==> src/rtl/instruction_assembler.sv <==
// Packs decoded RV32I fields into 32-bit machine words and streams them into
// instruction memory, one write per accepted bundle, during a start/finish load session.
module instruction_assembler #(
    parameter int ADDR_W    = 8,
    parameter int DEPTH     = 256,
    parameter int BASE_ADDR = 0
) (
    input  logic              clk,
    input  logic              reset,
    input  logic              start,
    input  logic              finish,
    input  logic              in_valid,
    output logic              in_ready,
    input  logic [6:0]        opcode,
    input  logic [4:0]        rd,
    input  logic [2:0]        funct3,
    input  logic [4:0]        rs1,
    input  logic [4:0]        rs2,
    input  logic [6:0]        funct7,
    input  logic [31:0]       imm,
    output logic              mem_we,
    output logic [ADDR_W-1:0] mem_waddr,
    output logic [31:0]       mem_wdata,
    output logic [ADDR_W:0]   count,
    output logic              busy,
    output logic              full,
    output logic              err
);

    localparam logic [6:0]        OP_R      = 7'b0110011;
    localparam logic [6:0]        OP_IMM    = 7'b0010011;
    localparam logic [6:0]        OP_LOAD   = 7'b0000011;
    localparam logic [6:0]        OP_JALR   = 7'b1100111;
    localparam logic [6:0]        OP_STORE  = 7'b0100011;
    localparam logic [6:0]        OP_BRANCH = 7'b1100011;
    localparam logic [6:0]        OP_LUI    = 7'b0110111;
    localparam logic [6:0]        OP_AUIPC  = 7'b0010111;
    localparam logic [6:0]        OP_JAL    = 7'b1101111;
    localparam logic [31:0]       NOP_WORD  = 32'h0000_0013;
    localparam logic [ADDR_W:0]   DEPTH_C   = (ADDR_W+1)'(DEPTH);
    localparam logic [ADDR_W:0]   CNT_ONE   = (ADDR_W+1)'(1);
    localparam logic [ADDR_W-1:0] BASE_C    = ADDR_W'(BASE_ADDR);
    localparam logic [ADDR_W-1:0] PTR_ONE   = ADDR_W'(1);

    typedef enum logic [1:0] {
        ST_IDLE = 2'd0,
        ST_LOAD = 2'd1,
        ST_FULL = 2'd2
    } state_t;

    function automatic logic is_supported(input logic [6:0] op);
        case (op)
            OP_R, OP_IMM, OP_LOAD, OP_JALR, OP_STORE,
            OP_BRANCH, OP_LUI, OP_AUIPC, OP_JAL: is_supported = 1'b1;
            default:                             is_supported = 1'b0;
        endcase
    endfunction

    // Immediate bits outside each format's field are simply dropped; imm[0] never reaches B/J words.
    function automatic logic [31:0] encode(
        input logic [6:0]  op,
        input logic [4:0]  rd_i,
        input logic [2:0]  f3,
        input logic [4:0]  rs1_i,
        input logic [4:0]  rs2_i,
        input logic [6:0]  f7,
        input logic [31:0] im
    );
        case (op)
            OP_R:                       encode = {f7, rs2_i, rs1_i, f3, rd_i, op};
            OP_IMM, OP_LOAD, OP_JALR:   encode = {im[11:0], rs1_i, f3, rd_i, op};
            OP_STORE:                   encode = {im[11:5], rs2_i, rs1_i, f3, im[4:0], op};
            OP_BRANCH:                  encode = {im[12], im[10:5], rs2_i, rs1_i, f3,
                                                  im[4:1], im[11], op};
            OP_LUI, OP_AUIPC:           encode = {im[31:12], rd_i, op};
            OP_JAL:                     encode = {im[20], im[10:1], im[11], im[19:12], rd_i, op};
            default:                    encode = NOP_WORD;
        endcase
    endfunction

    state_t              state_q, state_d;
    logic [ADDR_W:0]     count_q, count_d;
    logic [ADDR_W-1:0]   ptr_q, ptr_d;
    logic                err_q, err_d;
    logic                mem_we_q, mem_we_d;
    logic [ADDR_W-1:0]   mem_waddr_q, mem_waddr_d;
    logic [31:0]         mem_wdata_q, mem_wdata_d;
    logic                accept;

    assign in_ready  = (state_q == ST_LOAD) && (count_q < DEPTH_C);
    assign accept    = in_valid && in_ready;
    assign busy      = (state_q != ST_IDLE);
    assign full      = (state_q == ST_FULL);
    assign count     = count_q;
    assign err       = err_q;
    assign mem_we    = mem_we_q;
    assign mem_waddr = mem_waddr_q;
    assign mem_wdata = mem_wdata_q;

    always_comb begin
        state_d     = state_q;
        count_d     = count_q;
        ptr_d       = ptr_q;
        err_d       = err_q;
        mem_we_d    = 1'b0;
        mem_waddr_d = mem_waddr_q;
        mem_wdata_d = mem_wdata_q;

        case (state_q)
            ST_IDLE: begin
                if (start) begin
                    state_d = ST_LOAD;
                    count_d = '0;
                    err_d   = 1'b0;
                    ptr_d   = BASE_C;
                end
            end
            ST_LOAD: begin
                if (accept) begin
                    mem_we_d    = 1'b1;
                    mem_waddr_d = ptr_q;
                    mem_wdata_d = encode(opcode, rd, funct3, rs1, rs2, funct7, imm);
                    ptr_d       = ptr_q + PTR_ONE;
                    count_d     = count_q + CNT_ONE;
                    if (!is_supported(opcode)) begin
                        err_d = 1'b1;
                    end
                    if (count_d == DEPTH_C) begin
                        state_d = ST_FULL;
                    end
                end
                // A coincident accept still completes; finish only decides the next state.
                if (finish) begin
                    state_d = ST_IDLE;
                end
            end
            ST_FULL: begin
                if (finish) begin
                    state_d = ST_IDLE;
                end
            end
            default: state_d = ST_IDLE;
        endcase
    end

    always_ff @(posedge clk or posedge reset) begin
        if (reset) begin
            state_q     <= ST_IDLE;
            count_q     <= '0;
            ptr_q       <= BASE_C;
            err_q       <= 1'b0;
            mem_we_q    <= 1'b0;
            mem_waddr_q <= BASE_C;
            mem_wdata_q <= '0;
        end else begin
            state_q     <= state_d;
            count_q     <= count_d;
            ptr_q       <= ptr_d;
            err_q       <= err_d;
            mem_we_q    <= mem_we_d;
            mem_waddr_q <= mem_waddr_d;
            mem_wdata_q <= mem_wdata_d;
        end
    end

endmodule

==> config.mk <==
export PLATFORM = sky130hd
export DESIGN_NAME = instruction_assembler
export DESIGN_NICKNAME = d
export VERILOG_FILES = /design/src/rtl/instruction_assembler.sv
export SDC_FILE = /design/constraint.sdc
export NUM_CORES = 1
export LEC_CHECK = 0
export CAP_MARGIN = 20
export CORE_ASPECT_RATIO = 0.75
export CORE_MARGIN = 2
export CORE_UTILIZATION = 44
export CTS_CLUSTER_SIZE = 14
export DETAILED_ROUTE_END_ITERATION = 16
export PLACE_DENSITY = 0.81
export SLEW_MARGIN = 40
export SYNTH_ARGS = -nofsm -noshare
export SYNTH_HDL_FRONTEND = slang
export SYNTH_SLANG_ARGS = --single-unit
==> constraint.sdc <==
create_clock -name clk -period 2.2 [get_ports clk]
set_input_delay 0.44 -clock clk [delete_from_list [all_inputs] [get_ports clk]]
set_output_delay 0.44 -clock clk [all_outputs]
set_load 0.1 [all_outputs]
==> results.sh <==
export IMPL_slew_headroom_pct=70.0
export IMPL_syn_area_um2=3150
export IMPL_dp_hpwl_um=6470
export IMPL_core_area_um2=6860
export IMPL_die_area_um2=7870
export IMPL_post_cts_resized=0
export IMPL_fin_crit_ns=1.82
export IMPL_holdBufCountCts=0
export IMPL_cts_tree="built"
export IMPL_insertion_delay_ns=0.34
export IMPL_synth_most_common_cell="dfrtp_1"
export IMPL_swShare_pct=47.0
export IMPL_async_flop_share_pct=100
export IMPL_num_vias=3049
export IMPL_synth_cell_types=57
export IMPL_grt_pass1_vias=3062
export IMPL_num_antenna_cells=0
export IMPL_final_util_pct=68.1
export IMPL_wirelength_um=8910
export IMPL_postCtsSetupBuffers=0
export IMPL_crit_arrival_ns=1.38
export IMPL_ys_flop_type="dfrtp_1"
export IMPL_hold_class="primary input to asynchronous set/reset pin"
export IMPL_fin_skew_ns=0.00868
export IMPL_maxCapViolCount=0
export IMPL_reg2reg_depth=6
export IMPL_intPower_w=0.00243
export IMPL_place_gp_congestion=0.900
export IMPL_pwr_share_comb_pct=45.1
export IMPL_crit_fanout=7
export IMPL_yosys_warnings=0
export IMPL_avgSynthCellArea_um2=9.44
export IMPL_period_share_pct=82.8
export IMPL_numCtsBuffers=9
export IMPL_worst_slack_ns=0.378
export IMPL_start_util_pct=46.0
export IMPL_required_ns=1.76
export IMPL_final_cells=569
export IMPL_post_drt_via_cell_ratio=5.36
export IMPL_drt_pass1_iterations=4
export IMPL_tightest_slew_ns=0.450
export IMPL_n_fill_cell=524
export IMPL_finalHoldViolations=0
export IMPL_root_buffer="clkbuf_8"
export IMPL_synth_top_area_share_pct=48.4
export IMPL_synthCells=334
export IMPL_io_pins=123
export IMPL_clockBufferDepth=2
export IMPL_syn_nets=406
export IMPL_layout_nets=538
export IMPL_ys_seq_elements=61
export IMPL_synth_edf_count=0
export IMPL_p_leak_nw=2.09
export IMPL_rsz0062_at_grt="false"
export IMPL_synth_top_cells_by_count="dfrtp_1 (61), nand2_1 (53), nor2_1 (48), a21oi_1 (29), a221oi_1 (17)"
export IMPL_yosys_top_cells_area="dfrtp_1 (48%), nand2_1 (6.3%), nor2_1 (5.7%)"
export IMPL_finalMaxSlewViolations=0
export IMPL_r2r_slack_ns=0.49
export IMPL_ant_nets=0
export IMPL_drt_first_iter_violations=117
export IMPL_track_usage_pct=23.8
export IMPL_cts_htree_levels=3
export IMPL_drive_gt1_share_pct=24.0
export IMPL_p_per_area_nw_per_um2=979
export IMPL_grt_start_max_net_pins=62
export IMPL_die_h_um=77.3
export IMPL_power_frac_seq_pct=31.4
export IMPL_switching_power_w=0.00215
export IMPL_critPathKind="flip-flop to primary output"
export IMPL_clkTransAtPathRegs_ns=0.07
export IMPL_numClockSinks=61
export IMPL_final_area_um2=4680
export IMPL_antenna_found_initial=0
export IMPL_ir_worst_vdd_uv=585
export IMPL_placed_area_um2=4470
export IMPL_setup_violations=0
export IMPL_grt_overflow=0
export IMPL_dp_cells=553
export IMPL_pwr_share_clk_pct=23.5
export IMPL_io_buffer_count=122
export IMPL_finalSetupTns_ns=0
export IMPL_fmax_mhz=549
export IMPL_seq_area_frac_synth_pct=48.4
export IMPL_num_rows=26
export IMPL_status="complete, no violations"
export IMPL_syn2layout_area_growth_pct=48.3
export IMPL_yosys_area_top_type="dfrtp_1"
export IMPL_endpoint_kind="primary output"
export IMPL_fp_dieW_um=102
export IMPL_post_place_ws_ns=0.0428
export IMPL_grt_first_pass_wirelength_um=14700
export IMPL_critPathLaunchType="flip-flop"
export IMPL_drc=0
export IMPL_wl_per_cell_um=15.7
worst max-delay path: stages (launching register included):
cell	delay, ns
dfrtp_1	0.48
or2_2	0.33
buf_4	0.23
kinds of logic (layout without fill, tap and decap cells):
| logic type | after synthesis | after routing | share of synthesized area, % |
|---|---|---|---|
| DFF | 61 | 61 | 48.4 |
| xor gates and xnor gates | 9 | 9 | 2.50 |
| and+or+nand+nor | 143 | 143 | 22.8 |
| AOI/OAI and AO/OA | 91 | 91 | 20.2 |
| buffers and inverters | 25 | 162 | 4.13 |
| muxes | 2 | 2 | 0.714 |
| adders and majority gates | 3 | 3 | 1.19 |
layout by cell type, fill, tap and decap left out, types with 3 or more instances in the layout:
master           instances
ha_1                     3
a21oi_1                 29
o21ai_1                  8
xor2_1                   5
buf_12                   5
xnor2_1                  4
nand2_1                 53
buf_4                   66
dfrtp_1                 59
nand4_1                  5
a221oi_1                17
clkdlybuf4s50_1         68
nand2b_1                 5
nor2_1                  48
clkinv_2                 3
inv_1                    5
clkbuf_8                 9
o21ai_0                  9
a22o_1                   3
nand3_1                  7
a211oi_2                 3
final timing paths:
path / from / to
max: state_q[1]$_DFFE_PP0P_ / busy
min: reset / mem_waddr[3]$_DFFE_PP0P_
max reg2reg: state_q[1]$_DFFE_PP0P_ / ptr_q[2]$_DFFE_PP0P_
min reg2reg: mem_wdata[1]$_DFFE_PP0P_ / mem_wdata[1]$_DFFE_PP0P_
max in group asynchronous: reset / count[1]$_DFFE_PP0P_
min in group clk: mem_wdata[1]$_DFFE_PP0P_ / mem_wdata[1]$_DFFE_PP0P_
power by group through the flow:
stage	sequential, W	combinational [W]	clock [W]
6_report	0.00144	0.00207	0.00107
5_1_grt	0.00146	0.00215	0.00115
2_1_floorplan	0.00258	0.000392	0
3_3_place_gp	0.00145	0.00205	0
4_1_cts	0.00144	0.00208	0.00110
3_5_place_dp	0.00145	0.00207	0
flip-flops by register name (all words and copies together), names as in the netlist:
name       flops
count          9
mem_waddr      8
err            1
state_q        2
ptr_q          8
mem_wdata     32
mem_we         1
through the flow:
step           power (W)  hold WS (ns)
6_report         0.00458         0.467
5_1_grt          0.00476         0.508
4_1_cts          0.00461         0.475
3_5_place_dp     0.00352         0.461
3_3_place_gp     0.00350         0.453
2_1_floorplan    0.00297         0.460
per-layer routing:
layer	up-vias	routed length (um)	track usage [%]
li1	1461	-	-
met1	1468	4030	32.2
met2	108	4150	37.3
met3	12	601	6.02
met4	0	138	7.43
met5	-	0	0
final cells by class:
cell class / count / area (um^2) / share of cell area (%)
flip-flops and latches: 61 / 1530 / 32.7
multi-input cells: 248 / 1520 / 32.4
repair buffers: 139 / 1280 / 27.3
clock buffers: 11 / 131 / 2.81
well taps: 98 / 123 / 2.62
clock inverters: 5 / 75.1 / 1.61
inverters: 7 / 26.3 / 0.562
Note: power is estimated with default switching activity, not from simulation.
